<file path="src/rtl/lsu_pkg.sv">
// lsu_pkg: shared types and helpers for the data-memory load/store unit.
// Holds the access-size encoding, the LSU FSM state type, the RAM byte
// count and the byte-enable helper used when a store is accepted.
package lsu_pkg;

  localparam int RAM_BYTES = 4;

  typedef enum logic [1:0] {
    SZ_B = 2'd0,
    SZ_H = 2'd1,
    SZ_W = 2'd2,
    SZ_X = 2'd3
  } size_e;

  typedef enum logic [1:0] {
    IDLE    = 2'd0,
    ACCESS  = 2'd1,
    CAPTURE = 2'd2,
    RSP     = 2'd3
  } state_e;

  // Byte lanes touched by an access of the given size at byte offset off.
  function automatic logic [RAM_BYTES-1:0] byte_en_for(size_e size, logic [1:0] off);
    logic [RAM_BYTES-1:0] be;
    case (size)
      SZ_B:    be = 4'b0001 << off;
      SZ_H:    be = 4'b0011 << off;
      SZ_W:    be = 4'b1111;
      default: be = 4'b0000;
    endcase
    return be;
  endfunction

endpackage

</file>
<file path="src/rtl/lsu_load_align.sv">
// lsu_load_align: combinational load data alignment and extension.
// Ports:
//   dout          raw 32-bit RAM word
//   off           byte offset of the access within the word
//   size          access size (byte / half / word)
//   load_unsigned zero-extend when 1, sign-extend when 0
//   data          aligned, extended result
module lsu_load_align
  import lsu_pkg::*;
(
  input  logic [31:0] dout,
  input  logic [1:0]  off,
  input  size_e       size,
  input  logic        load_unsigned,
  output logic [31:0] data
);

  logic [31:0] shifted;

  always_comb begin
    shifted = dout >> {off, 3'b000};
    case (size)
      SZ_B:    data = {{24{shifted[7] & ~load_unsigned}}, shifted[7:0]};
      SZ_H:    data = {{16{shifted[15] & ~load_unsigned}}, shifted[15:0]};
      SZ_W:    data = shifted;
      default: data = 32'h0;
    endcase
  end

endmodule

</file>
<file path="src/rtl/data_mem_lsu.sv">
// data_mem_lsu: RV32 load/store unit driving one port of a byte-enabled,
// 1-cycle registered-read data RAM.
// Ports:
//   clk, reset                          clock, synchronous active-high reset
//   req_valid/req_ready                 request handshake (ready only when idle)
//   req_we/req_size/req_unsigned        access kind
//   req_addr/req_wdata                  byte address and LSB-justified store data
//   rsp_valid/rsp_ready                 response handshake
//   rsp_rdata/rsp_err                   extended load data, error flag
//   ram_addr/ram_din/ram_we/ram_byte_en RAM port drive
//   ram_dout                            RAM read data, valid one cycle after ram_addr
module data_mem_lsu
  import lsu_pkg::*;
#(
  parameter int RAM_WIDTH = 32,
  parameter int RAM_DEPTH = 512,
  parameter int RAM_AW    = $clog2(RAM_DEPTH-1)
) (
  input  logic                 clk,
  input  logic                 reset,
  input  logic                 req_valid,
  output logic                 req_ready,
  input  logic                 req_we,
  input  logic [1:0]           req_size,
  input  logic                 req_unsigned,
  input  logic [31:0]          req_addr,
  input  logic [31:0]          req_wdata,
  output logic                 rsp_valid,
  input  logic                 rsp_ready,
  output logic [31:0]          rsp_rdata,
  output logic                 rsp_err,
  output logic [RAM_AW-1:0]    ram_addr,
  output logic [RAM_WIDTH-1:0] ram_din,
  output logic                 ram_we,
  output logic [RAM_BYTES-1:0] ram_byte_en,
  input  logic [RAM_WIDTH-1:0] ram_dout
);

  state_e      state, next_state;
  size_e       size_q;
  logic        unsigned_q;
  logic [1:0]  off_q;
  logic        we_q;
  logic        misaligned;
  logic        out_of_range;
  logic        acc_err;
  logic        accept;
  logic [31:0] store_din;
  logic [31:0] load_data;

  assign req_ready = (state == IDLE);
  assign rsp_valid = (state == RSP);
  assign accept    = req_valid && req_ready;

  // Size 11 is folded into the misaligned term so all rejects share one path.
  always_comb begin
    misaligned = 1'b0;
    case (req_size)
      2'b01:   misaligned = req_addr[0];
      2'b10:   misaligned = |req_addr[1:0];
      2'b11:   misaligned = 1'b1;
      default: misaligned = 1'b0;
    endcase
    out_of_range = {2'b00, req_addr[31:2]} >= 32'(RAM_DEPTH);
    acc_err      = misaligned || out_of_range;
  end

  // Store data is replicated across lanes; byte enables pick the live lane.
  always_comb begin
    case (size_e'(req_size))
      SZ_B:    store_din = {4{req_wdata[7:0]}};
      SZ_H:    store_din = {2{req_wdata[15:0]}};
      default: store_din = req_wdata;
    endcase
  end

  lsu_load_align u_align (
    .dout          (ram_dout),
    .off           (off_q),
    .size          (size_q),
    .load_unsigned (unsigned_q),
    .data          (load_data)
  );

  always_ff @(posedge clk) begin
    if (reset) state <= IDLE;
    else       state <= next_state;
  end

  always_comb begin
    next_state = state;
    case (state)
      IDLE:    if (req_valid) next_state = acc_err ? RSP : ACCESS;
      ACCESS:  next_state = we_q ? RSP : CAPTURE;
      CAPTURE: next_state = RSP;
      RSP:     if (rsp_ready) next_state = IDLE;
      default: next_state = IDLE;
    endcase
  end

  // ram_we is set only on a clean accepted store, so it is high for exactly
  // the ACCESS cycle; a reset landing on that cycle cannot recall the write.
  always_ff @(posedge clk) begin
    if (reset) begin
      size_q      <= SZ_B;
      unsigned_q  <= 1'b0;
      off_q       <= 2'b00;
      we_q        <= 1'b0;
      rsp_err     <= 1'b0;
      rsp_rdata   <= 32'h0;
      ram_we      <= 1'b0;
      ram_byte_en <= '0;
      ram_addr    <= '0;
      ram_din     <= '0;
    end else begin
      ram_we <= 1'b0;
      if (accept) begin
        size_q     <= size_e'(req_size);
        unsigned_q <= req_unsigned;
        off_q      <= req_addr[1:0];
        we_q       <= req_we;
        rsp_rdata  <= 32'h0;
        if (acc_err) begin
          rsp_err <= 1'b1;
        end else begin
          ram_addr    <= req_addr[RAM_AW+1:2];
          ram_din     <= store_din;
          ram_we      <= req_we;
          ram_byte_en <= req_we ? byte_en_for(size_e'(req_size), req_addr[1:0]) : '0;
        end
      end
      if (state == CAPTURE) rsp_rdata <= load_data;
      if (state == RSP && rsp_ready) rsp_err <= 1'b0;
    end
  end

endmodule
</file>
<file path="config.mk">
export PLATFORM = sky130hd
export DESIGN_NAME = data_mem_lsu
export DESIGN_NICKNAME = d
export VERILOG_FILES = /design/src/rtl/lsu_pkg.sv /design/src/rtl/lsu_load_align.sv /design/src/rtl/data_mem_lsu.sv
export SDC_FILE = /design/constraint.sdc
export NUM_CORES = 1
export LEC_CHECK = 0
export ABC_AREA = 1
export BUFFER_PORTS_ARGS = -buffer_cell sky130_fd_sc_hd__buf_2
export CAP_MARGIN = 20
export CORE_ASPECT_RATIO = 1.2
export CORE_MARGIN = 1
export CORE_UTILIZATION = 40
export CTS_BUF_LIST = sky130_fd_sc_hd__clkbuf_16
export CTS_CLUSTER_DIAMETER = 60
export DETAILED_ROUTE_END_ITERATION = 16
export GPL_TIMING_DRIVEN = 0
export PLACE_DENSITY = 0.7
export SLEW_MARGIN = 20
export SYNTH_ARGS = -nofsm -noshare
export SYNTH_HDL_FRONTEND = slang
export SYNTH_HIERARCHICAL = 1
export SYNTH_SLANG_ARGS = --single-unit
</file>
<file path="constraint.sdc">
create_clock -name clk -period 1.5 [get_ports clk]
set_input_delay 0.15 -clock clk [delete_from_list [all_inputs] [get_ports clk]]
set_output_delay 0.15 -clock clk [all_outputs]
set_load 0.02 [all_outputs]
</file>
**Word-level counts from Yosys, hierarchy flattened**

Cells that the tools add are included.

- Logic and storage cells: 55
- Output and inout port bits: 81
- Bits in registers: 87
- Input bits: 104

- Order comparisons: 1
- Shifts and indexed selects: 3
- Reduce and logical (&&, ||, !) cells: 13
- Equal/unequal tests: 10
- Bitwise logic cells: 5
- Muxes and demuxes: 12

Operator list:

| operator | count |
|---|---|
| one-hot mux 32 bit (3 select lines) | 1 |
| 2-to-1 mux 32 bit | 2 |
| one-hot mux 32 bit (2 select lines) | 1 |
| right shift 32 x 5 -> 32 bit | 1 |
| >= comparator 30 x 10 -> 1 bit (second input constant) | 1 |
| one-hot mux 4 bit (3 select lines) | 1 |
| equality test 2 bit (second input constant) | 5 |
| one-hot mux 2 bit (4 select lines) | 1 |
| equality test 2 x 1 -> 1 bit (second input constant) | 3 |
| zero test 2 bit | 3 |
| 2-to-1 mux 2 bit | 3 |
| AND reduction 2 bit | 3 |
| 2-to-1 mux 4 bit | 1 |
| OR reduction 2 bit | 2 |
| << shifter 1 x 2 -> 4 bit (first input constant) | 1 |
| << shifter 2 x 2 -> 4 bit (first input constant) | 1 |
| inverter 1 bit | 3 |
| one-hot mux 1 bit (3 select lines) | 1 |
| OR reduction 3 bit | 1 |
| bitwise AND 1 bit | 2 |
| logical AND 1 bit | 2 |
| != test 2 x 1 -> 1 bit (second input constant) | 1 |
| != test 2 bit (second input constant) | 1 |
| nonzero test 2 bit | 1 |
| other kinds (2) | 2 |

**Depth between registers and ports, before layout**

Gate-level depths: netlist of run 1.

- Depth in word-level cells: 6
- Gate-level depth with buffers: 11
- Mapped depth without buffers: 9

**Modules after synthesis**

Netlist of run 1, hierarchy kept.

Modules (own cells, without submodules):

| module | cells each | times used | area an instance (µm²) | seq. area each (µm²) |
|---|---|---|---|---|
| data_mem_lsu | 592 | 1 | 3982.6 | 1741.7 |
| lsu_load_align | 187 | 1 | 934.6 | 0.0 |

**Worst setup path before layout of run 1**

OpenSTA, ideal clock, no wires.

- Path kind: reg2reg
- Start: register state[0]
- End: register ram_addr[0]
- Buffers on the path: 2
- Stages on the path, launching flop included: 9
- Setup slack: -0.145 ns
- Data arrival time: 1.530 ns
- Cells stage by stage: dfxtp_1 -> inv_1 -> ha_1 -> nand2_1 -> inv_2 -> buf_2 -> buf_2 -> a21oi_1 -> nor2_1

- Word-level cells in the longest chain between the ends: 3

RTL lines:

| what | RTL line | source |
|---|---|---|
| from (decl) | data_mem_lsu.sv:39 | `state_e state, next_state;` |
| from (signal assigned) | data_mem_lsu.sv:87 | `else state <= next_state;` |
| zero test 2 bit | data_mem_lsu.sv:51 | `assign req_ready = (state == IDLE);` |
| net req_ready | data_mem_lsu.sv:22 | `output logic req_ready,` |
| logical AND 1 bit | data_mem_lsu.sv:53 | `assign accept = req_valid && req_ready;` |
| AND reduction 2 bit (no line) | -- |  |
| to (signal assigned) | data_mem_lsu.sv:126 | `ram_addr <= req_addr[RAM_AW+1:2];` |
| to (decl) | data_mem_lsu.sv:32 | `output logic [RAM_AW-1:0] ram_addr,` |

The timed path passes the listed nets, and every way through them passes these cells.
A chain may end at the register's enable or synchronous reset.

**Final worst setup path of run 1**

- Start: register off_q[1]
- End: register rsp_rdata[10]

- Word-level cells in the longest chain between the ends: 4

RTL lines:

| what | RTL line | source |
|---|---|---|
| from (decl) | data_mem_lsu.sv:42 | `logic [1:0] off_q;` |
| from (signal assigned) | data_mem_lsu.sv:120 | `off_q <= req_addr[1:0];` |
| right shift 32 x 5 -> 32 bit * | lsu_load_align.sv:21 | `shifted = dout >> {off, 3'b000};` |
| bitwise AND 1 bit | lsu_load_align.sv:23 | `SZ_B: data = {{24{shifted[7] & ~load_unsigned}}, shifted[7:0]};` |
| one-hot mux 32 bit (3 select lines) * | lsu_load_align.sv:22 | `case (size)` |
| net load_data[10] | data_mem_lsu.sv:49 | `logic [31:0] load_data;` |
| 2-to-1 mux 32 bit * | data_mem_lsu.sv:132 | `if (state == CAPTURE) rsp_rdata <= load_data;` |
| to (signal assigned) | data_mem_lsu.sv:132 |  |
| to (decl) | data_mem_lsu.sv:30 | `output logic [31:0] rsp_rdata,` |

Mark *: on every way through the listed nets, which the timed path passes. The rest lies on a longest branch.

==> results of run 1 <==
-- critical path: cells and delay by family, from the launching register on --
| kind | cells | cell delay, ps |
|---|---|---|
| buffers and inverters | 3 | 430 |
| DFF | 1 | 400 |
| AOI/OAI and AO/OA | 2 | 270 |
| and+or+nand+nor | 2 | 170 |
-- final timing paths --
kind | end | slack (ps) | cells past startpoint
worst max-delay path | rsp_rdata[10] | 100 | 7
worst min-delay path | unsigned_q | 60 | 3
worst max register to register | rsp_rdata[10] | 100 | 7
worst min register to register | rsp_rdata[20] | 470 | 2
-- cells by family (layout without fill, tap and decap cells) --
group | after synthesis | in the layout
and+or+nand+nor | 427 | 427
buffers and inverters | 117 | 323
DFF | 87 | 87
adders and majority gates | 4 | 4
AOI/OAI and AO/OA | 144 | 144
-- through the flow --
stage	setup TNS [ps]	area [um^2]
floorplan	0	4920
global placement	-20650	6040
detailed placement	-22200	6040
CTS	-12.7	6420
global route	0	6580
finish	0	6580
-- area by class of cell --
cell class              instances  area share [%]
flip-flops and latches         87            26.6
multi-input cells             575            41.0
clock inverters                 7            1.08
clock buffers                   9            3.42
repair buffers                193            15.6
inverters                      62            3.69
well taps                     161            3.06
plain buffers                  52            5.54
-- cells in the mapped netlist --
library cell / n
a21boi_0: 3
a21oi_1: 103
and3_1: 1
buf_1: 7
buf_12: 1
buf_2: 17
buf_4: 1
buf_6: 10
clkbuf_1: 19
dfxtp_1: 87
ha_1: 4
inv_1: 58
inv_2: 3
inv_6: 1
nand2_1: 199
nand2_4: 1
nand3_1: 104
nand3_2: 5
nand3_4: 2
nand3b_1: 1
nor2_1: 111
nor2_2: 2
nor3_1: 1
o211ai_1: 5
o21ai_0: 22
o21ai_1: 7
o21ai_2: 3
o22ai_1: 1
-- timing repair --
action | CTS | global route
gates cloned | 0 | 2
hold endpoints to repair | 0 | 0
buffers inserted | 6 | 2
gates resized for setup | 25 | 36
setup endpoints to repair | 82 | 83
pin swaps | 1 | 8
-- flip-flops by register name, summed over array words and instances (netlist names) --
signal	count
state	2
rsp_err	1
off_q	2
unsigned_q	1
we_q	1
ram_addr	9
ram_byte_en	4
rsp_rdata	32
ram_we	1
size_q	2
ram_din	32
-- routing by layer --
metal / global-route usage (%) / part of all wire [%]
met1: 26.9 / 40
met2: 44.4 / 49
met3: 5.94 / 6.9
met4: 13.2 / 4.0
met5: 0 / 0
-- where the power goes --
part           leakage (nW)  internal (W)  switching [W]
logic                  2.54       0.00163        0.00274
clock network         0.140       0.00129       0.000956
registers             0.707       0.00264       0.000218
==> results.py, run 1 <==
metrics = {
    "clock_network": {
        "cts_root_buffer": "clkbuf_16",
        "ctsHtreeMaxLevel": 3,
        "cts_tree": "built",
        "cts_hold_buf": 0,
        "clk_pin_slew_ps": 60,
        "cts.sinks": 87,
        "cts_made_buffers": 9,
        "clk_latency_ps": 340,
        "cts_buffer_depth": 2,
    },
    "run_status": {
        "outcome": "finished, final reports clean",
    },
    "critical_path": {
        "slowest_delay_ps": 400,
        "crit_path_start_kind": "flop",
        "cp_common_cell": "nand2_1",
        "crit_chain": "inv_2, buf_2, buf_4, o211ai_1, nand2_1, nand2_1, a21oi_1",
        "critPathCaptureType": "flop",
        "worstSetupPathType": "reg -> reg",
        "cp-startpoint": "off_q[1]",
        "critPathMaxFanout": 10,
        "r2r_start": "off_q[1]",
        "cpMaxStageDelayCell": "dfxtp_2",
        "worstPathRequired_ps": 1710,
        "crit_arrival_ps": 1600,
    },
    "floorplanning": {
        "core_um2": 12100,
        "start_util_pct": 40.8,
        "dieArea_um2": 12700,
        "pin_count": 185,
        "dieHeight_um": 123,
        "placementRows": 44,
        "die_w_um": 103,
    },
    "synthesis": {
        "synth_mux_area_share_pct": 0,
        "ys_top_cells_by_area": "dfxtp_1, nand2_1, nand3_1",
        "yosysTopAreaCell": "dfxtp_1",
        "yosys_warnings": 6,
        "synth_adder_area_share_pct": 1.02,
        "yosys.area_share.xor_xnor_pct": 0,
        "ys_seq_area_share_pct": 35.4,
        "synth_top_family_by_area": "simple AND/OR/NAND/NOR gates",
        "ys_seq_elements": 87,
        "yosys.area_share.simple_pct": 36.8,
        "yosysTopAreaCellShare_pct": 35.4,
        "syn_avg_cell_area_um2": 6.31,
        "netlist_area_um2": 4920,
        "ys_types": 28,
        "synth_compound_area_share_pct": 15.3,
        "syn_nets": 887,
        "synth_cells": 779,
    },
    "timing": {
        "fin_hold_ws_ps": 61.2,
        "setup_viol": 0,
        "rsz0062_at_grt": "false",
        "fin_crit_sh_pct": 93.0,
        "slew_violations": 0,
        "setup_ws_ps": 105,
        "slew-limit-headroom_pct": 63.1,
        "period_needed_ps": 1400,
        "fmax_mhz": 717,
        "hold_violations": 0,
        "fin_skew_ps": 7.61,
        "tightest_slew_ps": 552,
    },
    "finish": {
        "fin_util_pct": 54.6,
        "layout-drive-gt1-share_pct": 29.1,
        "area_growth_pct": 33.8,
        "fin_cells": 1146,
        "n_fill_cell": 1306,
        "layout_commonest_cell": "nand2_1",
        "regArea_um2": 1750,
        "nNetsFinal": 1088,
        "num_antenna_cells": 0,
        "final_cell_mix": "nand2_1, buf_2, nor2_1",
        "multiInputGateArea_um2": 2700,
    },
    "drt": {
        "vias": 5749,
        "ant_nets": 0,
        "wirelength_um": 15700,
        "drt_first_iter_violations": 238,
        "drtPass1Iterations": 6,
        "drc": 0,
        "wl_per_cell_um": 13.7,
        "via_per_inst": 5.02,
    },
    "grt": {
        "grt_pass1_vias": 5306,
        "antenna_found_initial": 0,
        "grt_usage_pct": 24.9,
        "grt.overflow.total": 0,
        "grt_max_degree": 16,
        "grt_pass1_wl_um": 24500,
    },
    "pwr": {
        "vdd_drop_max_mv": 0.748,
        "power.total_w": 0.00949,
        "p_leak_nw": 3.39,
        "power_density_nw_per_um2": 1440,
    },
    "hold_path": {
        "worstHoldStart": "req_unsigned",
        "hold_path_class": "in -> reg",
    },
    "placed_design": {
        "place_ws_ps": -390,
        "place.gp.congestion": 0.958,
        "port_buffers": 183,
        "dp_cells": 1123,
        "dp_hpwl_um": 12200,
    },
    "job": {
        "maxCapViolCount": 0,
    },
}
(Power assumes the default switching activity.)
==> run 2: changes to the inputs <==
--- a/config.mk
+++ b/config.mk
@@ -9,13 +9,14 @@
 export BUFFER_PORTS_ARGS = -buffer_cell sky130_fd_sc_hd__buf_2
 export CAP_MARGIN = 20
 export CORE_ASPECT_RATIO = 1.2
-export CORE_MARGIN = 1
+export CORE_MARGIN = 4
 export CORE_UTILIZATION = 40
 export CTS_BUF_LIST = sky130_fd_sc_hd__clkbuf_16
 export CTS_CLUSTER_DIAMETER = 60
 export DETAILED_ROUTE_END_ITERATION = 16
 export GPL_TIMING_DRIVEN = 0
 export PLACE_DENSITY = 0.7
+export SKIP_CTS_REPAIR_TIMING = 1
 export SLEW_MARGIN = 20
 export SYNTH_ARGS = -nofsm -noshare
 export SYNTH_HDL_FRONTEND = slang
==> run 2 against run 1 <==
  * Final area decreased by 0.49%
  * Hold slack lost 1.4 ps
  * Combinational power about the same
  * Maximum frequency is 2.1% lower
  * Setup slack worse by 30 ps
  * Global-route usage fell by 2.5 points
  * Power is 0.11% lower
  * Sequential cell count unchanged
  * First-iteration DRC count up 43%
  * Critical path depth grew 1
  * Critical path type unchanged
  * Largest cell class unchanged
==> results.py, run 2 (synthesis results as in run 1) <==
metrics = {
    "timing": {
        "hold_violations": 0,
        "slew_violations": 0,
        "period_needed_ps": 1430,
        "tns_ps": 0,
        "fin_hold_ws_ps": 59.8,
        "setup_viol": 0,
        "tightest_slew_ps": 549,
        "fmax_mhz": 702,
        "slew-limit-headroom_pct": 63.3,
        "fin_crit_sh_pct": 95.0,
        "fin_skew_ps": 6.05,
    },
    "clock_network": {
        "cts_root_buffer": "clkbuf_16",
        "cts_tree": "built",
        "clk_pin_slew_ps": 60,
        "ctsHtreeMaxLevel": 3,
        "cts_buffer_depth": 2,
        "cts_made_buffers": 9,
        "clk_latency_ps": 340,
        "cts.sinks": 87,
    },
    "hold_path": {
        "worstHoldStart": "rsp_ready",
        "hold_path_class": "in -> reg",
    },
    "critical_path": {
        "critPathCaptureType": "flop",
        "crit_arrival_ps": 1660,
        "r2r_start": "state[1]",
        "worstSetupPathType": "reg -> reg",
        "cp-startpoint": "state[1]",
        "critPathMaxFanout": 10,
        "crit_path_start_kind": "flop",
        "worstPathRequired_ps": 1730,
    },
    "grt": {
        "grt_pass1_vias": 5384,
        "grt_max_degree": 16,
        "grt_usage_pct": 22.4,
        "grt.overflow.total": 0,
        "grt_pass1_wl_um": 25100,
        "antenna_found_initial": 0,
    },
    "floorplanning": {
        "dieHeight_um": 129,
        "start_util_pct": 40.8,
        "core_um2": 12100,
        "pin_count": 185,
        "dieArea_um2": 14100,
        "placementRows": 44,
        "die_w_um": 109,
    },
    "placed_design": {
        "dp_hpwl_um": 12800,
        "place.gp.congestion": 0.944,
        "dpl_cell_area_um2": 6040,
        "port_buffers": 183,
    },
    "job": {
        "maxCapViolCount": 0,
    },
    "finish": {
        "layout_commonest_cell": "buf_2",
        "num_antenna_cells": 0,
        "stdcell_area_um2": 6550,
        "layout-drive-gt1-share_pct": 29.6,
        "reg_top3": "ram_din x32, rsp_rdata x32, ram_addr x9",
        "nNetsFinal": 1089,
        "n_fill_cell": 1261,
        "fin_util_pct": 54.3,
        "area_growth_pct": 33.1,
        "final_cell_mix": "buf_2, nand2_1, nor2_1",
    },
    "pwr": {
        "power_density_nw_per_um2": 1450,
        "vdd_drop_max_mv": 0.772,
        "p_leak_nw": 3.38,
    },
    "drt": {
        "ant_nets": 0,
        "vias": 5672,
        "drt_first_iter_violations": 341,
        "met1Wirelength_um": 6490,
        "wirelength_um": 16400,
        "drc": 0,
        "wl_met3_um": 1200,
        "drtPass1Iterations": 5,
        "wl_met2_um": 8340,
        "via_per_inst": 4.95,
        "wl_per_cell_um": 14.3,
        "topRoutingLayerUsed": "met4",
    },
    "run_status": {
        "outcome": "finished, final reports clean",
    },
}
run 2: area by class of cell:
type / instances / area, um^2 / share of cell area (%)
multi-input combinational: 575 / 2700 / 41.3
sequential: 87 / 1750 / 26.7
timing repair buffer: 193 / 988 / 15.1
buffer: 53 / 365 / 5.58
inverter: 62 / 240 / 3.67
clock buffer: 9 / 225 / 3.44
tap: 161 / 201 / 3.08
clock inverter: 7 / 71.3 / 1.09
run 2: layer usage:
| metal | global-route usage, % | vias to the layer above |
|---|---|---|
| met5 | 0 | - |
| met1 | 25.1 | 2520 |
| met2 | 40.6 | 203 |
| li1 | - | 2922 |
| met3 | 5.13 | 27 |
| met4 | 9.24 | 0 |
run 2: where the power goes:
part,switching [W],internal (W),leakage [nW]
sequential,0.000207,0.00265,0.707
combinational,0.00277,0.00157,2.53
clock,0.000983,0.00129,0.140
total,0.00396,0.00551,3.38
run 2: worst paths after layout:
kind,slack [ps],cells after the start,endpoint
min,60,4,rsp_err
min reg2reg,470,2,rsp_rdata[20]
max reg2reg,70,8,ram_din[29]
max,70,8,ram_din[29]
run 2: metrics by stage:
stage	cells	power, W	setup WS [ps]
floorplan	779	0.00565	4.84
global placement	1123	0.00681	-366
detailed placement	1123	0.00684	-372
CTS	1139	0.00912	-392
global route	1147	0.0101	-5.61
finish	1147	0.00948	74.9
run 2: worst max-delay path, stage by stage (launching register included):
cell and delay (ps):
dfxtp_2 350, inv_1 90, ha_4 190, nand2_4 110
inv_4 70, buf_6 150, buf_6 150, a21oi_2 140
nor2_1 60
==> run 3: changes to the inputs <==
--- a/config.mk
+++ b/config.mk
@@ -15,7 +15,7 @@
 export CTS_CLUSTER_DIAMETER = 60
 export DETAILED_ROUTE_END_ITERATION = 16
 export GPL_TIMING_DRIVEN = 0
-export PLACE_DENSITY = 0.7
+export PLACE_DENSITY = 0.74
 export SKIP_CTS_REPAIR_TIMING = 1
 export SLEW_MARGIN = 20
 export SYNTH_ARGS = -nofsm -noshare
==> run 3 against run 2 <==
  * Via count down 0.28%
  * Critical path depth up 3
  * Power about the same
  * Sequential share of layout area up 0.24 points
  * Hold slack better by 2.9 ps
  * First-iteration DRC count down 18%
  * Largest power group unchanged
  * Final area down 0.80%
  * Routed wire length down 0.40%
  * Highest routed layer unchanged
  * Setup slack worse by 31 ps
==> results.py, run 3 (synthesis results as in run 1) <==
metrics = {
    "critical_path": {
        "critPathMaxFanout": 10,
        "cp_common_cell": "nand2_1",
        "crit_path_start_kind": "flop",
        "crit_arrival_ps": 1730,
        "critical_path_depth": 11,
        "ff2ff_path_depth": 11,
        "critPathCaptureType": "flop",
        "crit_chain": "buf_6, inv_6, buf_12, buf_6, nand2_1, nand3_1, nand2_1, o21ai_0, nand2_1, nand2_1, a21oi_1",
        "slowest_delay_ps": 360,
        "worstSetupPathType": "reg -> reg",
        "cpMaxStageDelayCell": "dfxtp_4",
        "cp_num_buf_inv": 4,
        "path_delay_family": "buffers and inverters",
        "worstPathRequired_ps": 1770,
    },
    "clock_network": {
        "cts.sinks": 87,
        "cts_root_buffer": "clkbuf_16",
        "cts_buffer_depth": 2,
        "clk_latency_ps": 340,
        "cts_made_buffers": 9,
        "clk_pin_slew_ps": 70,
        "ctsHtreeMaxLevel": 3,
        "cts_tree": "built",
    },
    "pwr": {
        "swShare_pct": 41.9,
        "power_density_nw_per_um2": 1460,
        "p_int_w": 0.00550,
        "p_comb_share_pct": 45.5,
        "vdd_drop_max_mv": 0.648,
        "switching_power_w": 0.00397,
        "p_clk_share_pct": 24.2,
        "pwr-share-seq_pct": 30.2,
        "p_leak_nw": 3.36,
    },
    "floorplanning": {
        "placementRows": 44,
        "start_util_pct": 40.8,
        "die_w_um": 109,
        "dieArea_um2": 14100,
        "core_um2": 12100,
        "pin_count": 185,
        "dieHeight_um": 129,
    },
    "finish": {
        "reg_top3": "ram_din x32, rsp_rdata x32, ram_addr x9",
        "layout-drive-gt1-share_pct": 28.4,
        "final_cell_mix": "nand2_1, buf_2, nor2_1",
        "n_fill_cell": 1284,
        "num_antenna_cells": 0,
        "nNetsFinal": 1085,
        "area_growth_pct": 32.0,
        "layout_commonest_cell": "nand2_1",
    },
    "timing": {
        "tightest_slew_ps": 526,
        "setup_viol": 0,
        "fin_crit_sh_pct": 97.1,
        "rsz0062_at_grt": "true",
        "period_needed_ps": 1460,
        "setup_ws_ps": 44.0,
        "slew_violations": 0,
        "fin_skew_ps": 8.64,
        "fin_hold_ws_ps": 62.7,
        "slew-limit-headroom_pct": 64.8,
        "hold_violations": 0,
        "tns_ps": 0,
        "fmax_mhz": 687,
    },
    "grt": {
        "grt_max_degree": 16,
        "grt.overflow.total": 0,
        "antenna_found_initial": 0,
        "grt_pass1_vias": 5311,
        "grt_usage_pct": 22.6,
        "grt_pass1_wl_um": 25300,
    },
    "placed_design": {
        "port_buffers": 183,
        "dp_hpwl_um": 12800,
        "place.gp.congestion": 0.957,
        "place_ws_ps": -367,
    },
    "drt": {
        "wirelength_um": 16400,
        "wl_per_cell_um": 14.3,
        "drtPass1Iterations": 5,
        "via_per_inst": 4.95,
        "drc": 0,
        "vias": 5656,
        "drt_first_iter_violations": 279,
        "ant_nets": 0,
    },
    "hold_path": {
        "hold_path_class": "in -> reg",
        "hold_path_depth": 4,
    },
    "run_status": {
        "outcome": "finished, final reports clean",
    },
    "job": {
        "maxCapViolCount": 0,
    },
}
==> run 3: changes by cell type in the layout (fill, tap and decap cells not counted), moves of 3 or more <==
cell | before | now
clkbuf_2 | 8 | 11
buf_4 | 11 | 5
a21oi_2 | 10 | 0
a21oi_1 | 93 | 103
buf_2 | 200 | 197
==> run 3: final timing paths <==
path                        end  slack (ps)       from
setup / recovery  rsp_rdata[13]          40   off_q[0]
hold reg to reg         rsp_err         470    rsp_err
hold / removal          rsp_err          60  rsp_ready
setup reg to reg  rsp_rdata[13]          40   off_q[0]
==> run 3: final cells by class <==
type	count	area, um^2	share of cell area [%]
clock buffer	9	225	3.47
clock inverter	7	71.3	1.10
timing repair buffer	188	958	14.8
sequential	87	1750	27.0
tap	161	201	3.10
inverter	62	240	3.70
buffer	54	373	5.74
multi-input combinational	575	2670	41.2
==> run 3: layer usage <==
metal | up-vias | track usage (%) | part of all wire, %
met5 | - | 0 | 0
met4 | 0 | 6.68 | 2.0
met1 | 2520 | 25.8 | 40
met2 | 202 | 41.3 | 51
met3 | 25 | 5.63 | 7.6
li1 | 2909 | - | -
==> run 3: power by group through the flow <==
stage / Sequential [W] / Clock [W] / Combinational (W)
2_1_floorplan: 0.00314 / 0 / 0.00251
5_1_grt: 0.00290 / 0.00242 / 0.00479
4_1_cts: 0.00284 / 0.00234 / 0.00396
3_5_place_dp: 0.00289 / 0 / 0.00394
3_3_place_gp: 0.00288 / 0 / 0.00391
6_report: 0.00286 / 0.00229 / 0.00431
==> run 3: per-stage QoR <==
step,total power (W),utilization (%),area (um^2),instances
finish,0.00947,53.9,6490,1143
global route,0.0101,53.9,6490,1143
CTS,0.00914,52.6,6340,1139
detailed placement,0.00683,50.1,6040,1123
global placement,0.00679,50.1,6040,1123
floorplan,0.00565,-,4920,779
==> run 3: worst register-to-register path, delay by kind of cell (launching register included) <==
family                 cells  cell delay, ps
buffers and inverters      4             440
flip-flops                 1             360
AND/OR/NAND/NOR            5             350
AO/OA/AOI/OAI              2             260
